--- config.mk ---
export PLATFORM = sky130hd
export DESIGN_NAME = mult_div_unit
export DESIGN_NICKNAME = d
export VERILOG_FILES = /design/src/rtl/mdu_pkg.sv /design/src/rtl/mdu_sign_fix.sv /design/src/rtl/mult_div_unit.sv
export SDC_FILE = /design/constraint.sdc
export NUM_CORES = 1
export LEC_CHECK = 0
export BUFFER_PORTS_ARGS = -buffer_cell sky130_fd_sc_hd__clkbuf_2
export CAP_MARGIN = 10
export CORE_ASPECT_RATIO = 1.4
export CORE_MARGIN = 2
export CORE_UTILIZATION = 27
export CTS_BUF_LIST = sky130_fd_sc_hd__clkbuf_4 sky130_fd_sc_hd__clkbuf_8
export CTS_CLUSTER_SIZE = 24
export DETAILED_ROUTE_END_ITERATION = 10
export SYNTH_ARGS = -nofsm -noshare
export SYNTH_HDL_FRONTEND = slang
export SYNTH_SLANG_ARGS = --single-unit
--- constraint.sdc ---
create_clock -name clock -period 13.9 [get_ports clock]
set_input_delay 2.78 -clock clock [delete_from_list [all_inputs] [get_ports clock]]
set_output_delay 2.78 -clock clock [all_outputs]
set_load 0.01 [all_outputs]
--- src/rtl/mdu_pkg.sv ---
// Shared definitions for the MIPS32 multiply/divide unit: op codes, FSM states,
// operand width and iteration counter width.
package mdu_pkg;

  localparam int MDU_N     = 32;
  localparam int MDU_CNT_W = $clog2(MDU_N) + 1;

  typedef enum logic [1:0] {
    MDU_MULT  = 2'b00,
    MDU_MULTU = 2'b01,
    MDU_DIV   = 2'b10,
    MDU_DIVU  = 2'b11
  } mdu_op_e;

  typedef enum logic [1:0] {
    IDLE = 2'b00,
    RUN  = 2'b01,
    DONE = 2'b10
  } mdu_state_e;

endpackage

--- src/rtl/mdu_sign_fix.sv ---
// Combinational sign handling: operand magnitudes and result sign flags on entry,
// two's-complement correction of the raw unsigned product/quotient/remainder on exit.
module mdu_sign_fix
  import mdu_pkg::*;
#(
  parameter int N = MDU_N
) (
  input  logic [1:0]     op,
  input  logic [N-1:0]   in_a,
  input  logic [N-1:0]   in_b,
  output logic [N-1:0]   mag_a,
  output logic [N-1:0]   mag_b,
  output logic           neg_res_in,
  output logic           neg_rem_in,
  input  logic [2*N-1:0] raw_prod,
  input  logic [N-1:0]   raw_quot,
  input  logic [N-1:0]   raw_rem,
  input  logic           neg_res,
  input  logic           neg_rem,
  output logic [2*N-1:0] fix_prod,
  output logic [N-1:0]   fix_quot,
  output logic [N-1:0]   fix_rem
);

  logic is_signed;

  assign is_signed  = (op == MDU_MULT) || (op == MDU_DIV);
  assign mag_a      = (is_signed && in_a[N-1]) ? -in_a : in_a;
  assign mag_b      = (is_signed && in_b[N-1]) ? -in_b : in_b;
  assign neg_res_in = is_signed && (in_a[N-1] ^ in_b[N-1]);
  // The remainder follows the dividend's sign.
  assign neg_rem_in = is_signed && in_a[N-1];

  assign fix_prod = neg_res ? -raw_prod : raw_prod;
  assign fix_quot = neg_res ? -raw_quot : raw_quot;
  assign fix_rem  = neg_rem ? -raw_rem  : raw_rem;

endmodule

--- src/rtl/mult_div_unit.sv ---
// Iterative shift-add multiplier / restoring divider producing HI/LO, with start/busy/done.
// Optional macro MDU_EARLY_OUT_EN: multiply stops once the remaining multiplier bits are zero.
module mult_div_unit
  import mdu_pkg::*;
#(
  parameter int N = MDU_N
) (
  input  logic         clock,
  input  logic         reset,
  input  logic         start,
  input  logic [1:0]   op,
  input  logic [N-1:0] inA,
  input  logic [N-1:0] inB,
  input  logic         mthi,
  input  logic         mtlo,
  input  logic [N-1:0] wd,
  output logic         busy,
  output logic         done,
  output logic [N-1:0] hi,
  output logic [N-1:0] lo
);

  localparam int CNT_W = MDU_CNT_W;

  mdu_state_e       state_reg, state_next;
  logic [1:0]       op_reg;
  logic             neg_res_reg, neg_rem_reg, div0_reg;
  logic [CNT_W-1:0] cnt_reg;
  logic [2*N-1:0]   acc_reg, mcand_reg;
  logic [N-1:0]     opb_reg, hi_reg, lo_reg;

  logic [N-1:0]     mag_a, mag_b;
  logic             neg_res_in, neg_rem_in;
  logic [2*N-1:0]   fix_prod;
  logic [N-1:0]     fix_quot, fix_rem;

  logic             start_acc, is_div, last_iter;
  logic [2*N-1:0]   acc_mul, acc_div, acc_step;
  logic [N:0]       rem_sh;
  logic [N+1:0]     diff;
  logic [N-1:0]     hi_fin, lo_fin;

  mdu_sign_fix #(.N(N)) u_sign_fix (
    .op         (op),
    .in_a       (inA),
    .in_b       (inB),
    .mag_a      (mag_a),
    .mag_b      (mag_b),
    .neg_res_in (neg_res_in),
    .neg_rem_in (neg_rem_in),
    .raw_prod   (acc_step),
    .raw_quot   (acc_step[N-1:0]),
    .raw_rem    (acc_step[2*N-1:N]),
    .neg_res    (neg_res_reg),
    .neg_rem    (neg_rem_reg),
    .fix_prod   (fix_prod),
    .fix_quot   (fix_quot),
    .fix_rem    (fix_rem)
  );

  assign start_acc = start && (state_reg != RUN);
  assign is_div    = op_reg[1];

  // Multiply: accumulate the left-shifted multiplicand under the current multiplier bit.
  assign acc_mul = acc_reg + (opb_reg[0] ? mcand_reg : '0);

  // Divide: acc holds {remainder, dividend/quotient}; one extra guard bit keeps
  // the borrow correct even for a zero divisor.
  assign rem_sh   = acc_reg[2*N-1:N-1];
  assign diff     = {1'b0, rem_sh} - {2'b00, opb_reg};
  assign acc_div  = diff[N+1] ? {rem_sh[N-1:0], acc_reg[N-2:0], 1'b0}
                              : {diff[N-1:0],   acc_reg[N-2:0], 1'b1};
  assign acc_step = is_div ? acc_div : acc_mul;

`ifdef MDU_EARLY_OUT_EN
  assign last_iter = is_div ? (cnt_reg == CNT_W'(N-1)) : (opb_reg[N-1:1] == '0);
`else
  assign last_iter = (cnt_reg == CNT_W'(N-1));
`endif

  assign hi_fin = is_div ? fix_rem : fix_prod[2*N-1:N];
  assign lo_fin = is_div ? (div0_reg ? '1 : fix_quot) : fix_prod[N-1:0];

  always_comb begin
    state_next = state_reg;
    case (state_reg)
      IDLE:    if (start) state_next = RUN;
      RUN:     if (last_iter) state_next = DONE;
      DONE:    state_next = start ? RUN : IDLE;
      default: state_next = IDLE;
    endcase
  end

  always_ff @(posedge clock) begin
    if (!reset) begin
      state_reg   <= IDLE;
      op_reg      <= 2'b00;
      neg_res_reg <= 1'b0;
      neg_rem_reg <= 1'b0;
      div0_reg    <= 1'b0;
      cnt_reg     <= '0;
      acc_reg     <= '0;
      mcand_reg   <= '0;
      opb_reg     <= '0;
      hi_reg      <= '0;
      lo_reg      <= '0;
    end else begin
      state_reg <= state_next;
      if (start_acc) begin
        op_reg      <= op;
        neg_res_reg <= neg_res_in;
        neg_rem_reg <= neg_rem_in;
        div0_reg    <= (inB == '0);
        cnt_reg     <= '0;
        acc_reg     <= op[1] ? {{N{1'b0}}, mag_a} : '0;
        mcand_reg   <= {{N{1'b0}}, mag_a};
        opb_reg     <= mag_b;
      end else if (state_reg == RUN) begin
        cnt_reg <= cnt_reg + CNT_W'(1);
        acc_reg <= acc_step;
        if (!is_div) begin
          mcand_reg <= mcand_reg << 1;
          opb_reg   <= opb_reg >> 1;
        end
        if (last_iter) begin
          hi_reg <= hi_fin;
          lo_reg <= lo_fin;
        end
      end else begin
        if (mthi) hi_reg <= wd;
        if (mtlo) lo_reg <= wd;
      end
    end
  end

  assign busy = (state_reg == RUN);
  assign done = (state_reg == DONE);
  assign hi   = hi_reg;
  assign lo   = lo_reg;

endmodule

==> results.md, run 1 <==
- Fillers: roughly 8.5k
- Total GRT Usage: 0.213
- Vias: between 20k and 25k
- CP Launch Type: flip-flop
- Clock-pin transition on the worst setup and hold timing paths: 0.07 ns
- CP endpoint kind: flip-flop
- RSZ-0062 raised after global routing: no
- Die height: between 300 and 400 um
- TritonCTS clock tree: built
- Grt ovf: 0
- Worst setup path end: hi[30]$_SDFFE_PN0P_
- Pwr dens: about 93 nW/um2
- Post-DR wirelength/cell: about 22 um
- Commonest non-fill, non-tap cell in the layout: nand2_1
- Setup crit start: opb_reg[0]$_SDFFE_PN0P_
- Reg2Reg Depth: 16
- TritonCTS Buffers: 47
- Dpl cells: between 3k and 4k
- Root Buffer: clkbuf_8
- Initial DRC count: roughly 2.0k
- DPL Wire Length: around 69000 um
- Clk_skew: roughly 0.045 ns
- Crit path required time: ~14 ns
- Htree depth: 2
- Final hold slack: roughly 0.46 ns
- Worst VDD drop: approximately 66 uV
- Die area: 81100 um2
- Starting Density: 0.273
- Predominant post-synthesis flop cell: dfxtp_1
- Tcrit/Tclk final: 0.428
- Routed WL: about 89000 um
- Worst Hold Class: flip-flop to flip-flop
- Max-slew violation count: 0
- Most frequent cells in the layout: nand2_1 (412), a21oi_1 (248), dfxtp_1 (234)
- Crit-path max FO: between 60 and 70
- Syn_nets: 3140
- Slew margin rel.: 0.227
- Final worst path period need: 5.94 ns
- Hold Fails Final Rpt: 0
- Worst R2R Setup Slack: 7.96 ns
- Clock Latency Late Sink: between 0.6 and 0.7 ns
- Non-filler cells, final: slightly above 4k
- Leak pwr: about 0.009 uW
- Max_cap viols: 0
- Layout area overhead: 12.6%
- Core Rows: approximately 120
- Area occupied by multi-input gates: around 15000 um2
- IO Pins: 169
- Layout cell share with drive strength beyond 1: 0.118
- Post-CTS setup buffers: 0
- Post-Syn Area: 21300 um2
- Clk buf depth: 3
- Setup_tns: 0 ns
- Post-synthesis sequential area ratio: 0.222
- Register area: 4730 um2
- Nets: around 3.2k
- Via/cell ratio: around 5.7
- Slew @ Worst Pin: between 1 and 1.5 ns
- R2r endpoint: hi[30]$_SDFFE_PN0P_
- Syn Area/Cell: between 7 and 8 um2
- Die Width: 241 um
- Global-route wire length before repair: between 100000 and 150000 um
- CP arrival: between 6 and 7 ns
- FMAX: around 0.17 GHz
- Kind of critical path: flip-flop to flip-flop
- Placed Area: 22900 um2
- Hold_buf cts: 0
- Syn. warnings: 0
- Post-Synthesis Cells: 2935
- Core ar.: roughly 78000 um2
- Largest net degree at the start of global routing: 98
- Antenna-violating nets left: 0
- Final setup viols: 0
- Post-synth cell types: roughly 110
- Reg-to-Reg Start: opb_reg[0]$_SDFFE_PN0P_
- Synthesized flop and latch total: roughly 240
- Resized Gates After CTS: 0
- EDFF count, synth: 0
- Final instance area: ~24000 um2
- TritonRoute pass-1 iters: 5
- Post-route DRC: 0
- Clock sink total: roughly 240
- Vias in the first global route: ~22k
- RD Place Congestion: roughly 0.96
- Status: completed
- Ys async rst share: 0
- Input/output buffers: 168
- Initial antenna violation count: 1
synth_stat cells, drive strengths merged, types with 38 or more instances:
library cell,count,area share
dfxtp,236,0.22
nand2,414,0.073
ha,100,0.059
xnor2,92,0.038
o21a,40,0.014
and2,95,0.028
buf,56,0.013
inv,82,0.014
o21ai,203,0.048
a21oi,253,0.060
o211ai,73,0.026
o31ai,38,0.015
o221ai,47,0.019
clkbuf,150,0.027
a21o,40,0.014
nor2,189,0.033
nand4,62,0.019
xor2,60,0.025
nand3,53,0.012
or3,44,0.013
a21boi,50,0.018
nor3,72,0.017
critical path, stage by stage, from the launching register on:
cell and delay (ns):
dfxtp_2 0.31, buf_4 0.44, and2_1 0.23, ha_1 0.33, a21oi_1 0.32, o21ai_0 0.29
a21oi_1 0.25, a211oi_1 0.12, o31ai_1 0.69, nor4_1 0.12, nor4_1 0.79, a21oi_1 0.30
nor4b_1 0.54, nand4_1 0.20, a21oi_1 0.21, mux2_2 0.35, a211oi_1 0.26
per-stage QoR:
step | util | setup slack [ns] | power (uW)
2_1_floorplan | - | 8.50 | 1160
3_3_place_gp | 0.293 | 7.93 | 1360
3_5_place_dp | 0.293 | 7.88 | 1370
4_1_cts | 0.308 | 8.11 | 2220
5_1_grt | 0.308 | 7.58 | 2320
6_report | 0.308 | 7.96 | 2230
final cells by class:
class,count,share of cell area
multi-input combinational,2410,0.644
antenna,1,0.000104
inverter,83,0.0130
sequential,236,0.197
clock buffer,70,0.0365
tap,1045,0.0545
clock inverter,14,0.00965
timing repair buffer,198,0.0446
logic make-up after synthesis:
logic type	after synthesis	share of synthesized area
xor+xnor	152	0.0625
flops	236	0.222
mux	35	0.0170
simple gates	1093	0.251
compound gates	1028	0.333
fa+ha+maj	102	0.0606
buf+inv	289	0.0543
how the worst min path moves through the flow:
stage / startpoint / end / slack, ns / cells after the start
after floorplan: mcand_reg[63]$_SDFFE_PP0P_ / mcand_reg[63]$_SDFFE_PP0P_ / 0.44 / 2
after global placement: lo[8]$_SDFFE_PN0P_ / lo[8]$_SDFFE_PN0P_ / 0.45 / 2
after detailed placement: mcand_reg[63]$_SDFFE_PP0P_ / mcand_reg[63]$_SDFFE_PP0P_ / 0.45 / 2
after CTS: mcand_reg[63]$_SDFFE_PP0P_ / mcand_reg[63]$_SDFFE_PP0P_ / 0.46 / 2
after global routing: mcand_reg[63]$_SDFFE_PP0P_ / mcand_reg[63]$_SDFFE_PP0P_ / 0.48 / 2
final: mcand_reg[63]$_SDFFE_PP0P_ / mcand_reg[63]$_SDFFE_PP0P_ / 0.46 / 2
where the power goes:
part	leakage, uW	internal [uW]	switching [uW]
logic	0.00677	208	410
registers	0.00193	715	37.0
clock network	0.000565	501	358
total	0.00927	1420	805
layer usage:
metal | global-route usage | wire length, um | vias up
li1 | - | - | 11000
met1 | 0.249 | 34800 | 11100
met2 | 0.348 | 41000 | 917
met3 | 0.0306 | 5760 | 300
met4 | 0.163 | 7620 | 0
met5 | 0 | 0 | -
No activity file was read; power rests on OpenSTA's default activity.
==> inputs of run 2 (changes only) <==
clock period = 5.85 ns   (was 13.9 ns; I/O delays follow)
==> results.md, run 2 (synthesis gave the netlist of run 1 again) <==
- Status: completed (unchanged)
- Layout cell share with drive strength beyond 1: 0.132 (was 0.118)
- Non-filler cells, final: 4108 (was 4057)
- Via/cell ratio: 5.76 (was 5.73)
- Total GRT Usage: 0.226 (was 0.213)
- Worst VDD drop: 150 uV (was 65.7 uV)
- Clock-pin transition on the worst setup and hold timing paths: 0.06 ns (was 0.07 ns)
- Clock Latency Late Sink: 0.70 ns (was 0.68 ns)
- Largest net degree at the start of global routing: 74 (was 98)
- Grt ovf: 0 (unchanged)
- Initial DRC count: 2119 (was 2005)
- Core Rows: 121 (unchanged)
- Layout area overhead: 14.4% (was 12.6%)
- GR Util met1: 0.262 (was 0.249)
- Grt met2 use: 0.375 (was 0.348)
- Resized Gates After CTS: 0 (unchanged)
- Post-DR wirelength/cell: 22.9 um (was 22.0 um)
- TritonCTS clock tree: built (unchanged)
- TritonRoute pass-1 iters: 5 (unchanged)
- Initial antenna violation count: 7 (was 1)
- Antenna-violating nets left: 0 (unchanged)
- Htree depth: 2 (unchanged)
- Post-CTS setup buffers: 0 (unchanged)
- GRT Max-Usage Layer: met2 (unchanged)
- Slew margin rel.: 0.167 (was 0.227)
- Max_cap viols: 0 (unchanged)
- Root Buffer: clkbuf_8 (unchanged)
- Slew @ Worst Pin: 1.25 ns (was 1.16 ns)
- Vias in the first global route: 22.5k (was 21.8k)
- CP Launch Type: flip-flop (unchanged)
- Die area: 81100 um2 (unchanged)
- Starting Density: 0.273 (unchanged)
- DPL Wire Length: 73600 um (was 69400 um)
- Final worst path period need: 5.37 ns (was 5.94 ns)
- Reg-to-Reg Start: opb_reg[0]$_SDFFE_PN0P_ (unchanged)
- Worst R2R Setup Slack: 0.48 ns (was 7.96 ns)
- Pwr dens: 219 nW/um2 (was 92.9 nW/um2)
- Commonest non-fill, non-tap cell in the layout: nand2_1 (unchanged)
- Kind of critical path: flip-flop to flip-flop (unchanged)
- Total Power: 5350 uW (was 2230 uW)
- RD Place Congestion: 1.00 (was 0.961)
- Placed Area: 23300 um2 (was 22900 um2)
- HP Start: mcand_reg[63]$_SDFFE_PP0P_ (unchanged)
- Max-slew violation count: 0 (unchanged)
- CP arrival: 5.95 ns (was 6.53 ns)
- Clk buf depth: 3 (unchanged)
- Reg2Reg Depth: 17 (was 16)
- Hold_buf cts: 0 (unchanged)
- RSZ-0062 raised after global routing: no (unchanged)
- Setup_tns: 0 ns (unchanged)
- End of the worst hold path: mcand_reg[63]$_SDFFE_PP0P_ (unchanged)
- IO Pins: 169 (unchanged)
- Die height: 336 um (unchanged)
- Clock sink total: 236 (unchanged)
- Die Width: 241 um (unchanged)
- Most frequent cells in the layout: nand2_1 (412), a21oi_1 (248), dfxtp_1 (234) (unchanged)
- R2r endpoint: hi[30]$_SDFFE_PN0P_ (unchanged)
- GR Layer Usage met3: 0.0346 (was 0.0306)
- Clk_skew: 0.0515 ns (was 0.0454 ns)
- Input/output buffers: 168 (unchanged)
- Hold Fails Final Rpt: 0 (unchanged)
- TritonCTS Buffers: 47 (unchanged)
- Dpl cells: 4022 (was 3972)
- Routed WL: 94200 um (was 89100 um)
- Final instance area: 24400 um2 (was 24000 um2)
- CP endpoint kind: flip-flop (unchanged)
- Global-route wire length before repair: 139000 um (was 133000 um)
- Final setup viols: 0 (unchanged)
- Leak pwr: 0.00952 uW (was 0.00927 uW)
- Crit-path max FO: 65 (was 66)
- FMAX: 0.186 GHz (was 0.168 GHz)
- Core ar.: 78000 um2 (unchanged)
- Tcrit/Tclk final: 0.918 (was 0.428)
- Post-route DRC: 0 (unchanged)
- Nets: 3231 (was 3181)
- Crit path required time: 6.43 ns (was 14.48 ns)
- Vias: 23.6k (was 23.3k)
- Worst Hold Class: flip-flop to flip-flop (unchanged)
- Hold depth: 2 (unchanged)
-- run 2: cell types whose count changed in the layout (fill, tap and decap cells not counted), sizes merged --
| cell | change |
|---|---|
| buf | +50 |
| clkbuf | -6 |
| clkinv | +7 |
| clkinvlp | -2 |
| diode | +2 |
-- run 2: worst max path at each step --
stage / from / endpoint / depth (start not counted)
floorplan: opb_reg[0]$_SDFFE_PN0P_ / hi[30]$_SDFFE_PN0P_ / 19
global placement: opb_reg[0]$_SDFFE_PN0P_ / hi[22]$_SDFFE_PN0P_ / 18
detailed placement: opb_reg[0]$_SDFFE_PN0P_ / hi[30]$_SDFFE_PN0P_ / 17
CTS: opb_reg[0]$_SDFFE_PN0P_ / hi[30]$_SDFFE_PN0P_ / 18
global route: opb_reg[0]$_SDFFE_PN0P_ / hi[30]$_SDFFE_PN0P_ / 17
finish: opb_reg[0]$_SDFFE_PN0P_ / hi[30]$_SDFFE_PN0P_ / 17
-- run 2: report_power, final --
part           internal (uW)  switching [uW]
combinational            525            1010
sequential              1700            85.9
clock                   1150             880
total                   3370            1970
-- run 2: area by class of cell --
class / instances / area (um2)
clock inverters: 19 / 259
flip-flops and latches: 236 / 4730
multi-input cells: 2410 / 15500
well taps: 1045 / 1310
clock buffers: 64 / 825
repair buffers: 248 / 1460
inverters: 83 / 312
diodes: 3 / 7.51
fillers: 8465 / 53600
-- run 2: routing by layer --
| layer | vias to the layer above | part of all wire | wire [um] |
|---|---|---|---|
| met1 | 11300 | 0.39 | 36400 |
| met5 | - | 0.00038 | 36 |
| met2 | 1014 | 0.47 | 43900 |
| met3 | 296 | 0.065 | 6100 |
| met4 | 6 | 0.083 | 7800 |
| li1 | 11100 | - | - |
-- run 2: stage by stage --
| step | util | setup WS [ns] | hold WS [ns] |
|---|---|---|---|
| finish | 0.312 | 0.479 | 0.456 |
| detailed placement | 0.298 | 0.664 | 0.447 |
| floorplan | - | 1.15 | 0.437 |
| global placement | 0.298 | 0.653 | 0.443 |
| CTS | 0.312 | 0.613 | 0.454 |
| global route | 0.312 | 0.142 | 0.470 |
-- run 2: critical path, stage by stage, from the launching register on --
cell and delay (ns):
dfxtp_2 0.33, buf_12 0.19, and2_1 0.20, ha_1 0.42, nand4_1 0.27, nor4_1 0.62
nand4_1 0.23, a21oi_1 0.41, o31ai_1 0.23, and3_1 0.21, nor4_1 0.33, buf_4 0.22
a21oi_1 0.06, nor4b_1 0.53, nand4_1 0.21, a21oi_1 0.20, mux2_2 0.35, a211oi_1 0.21
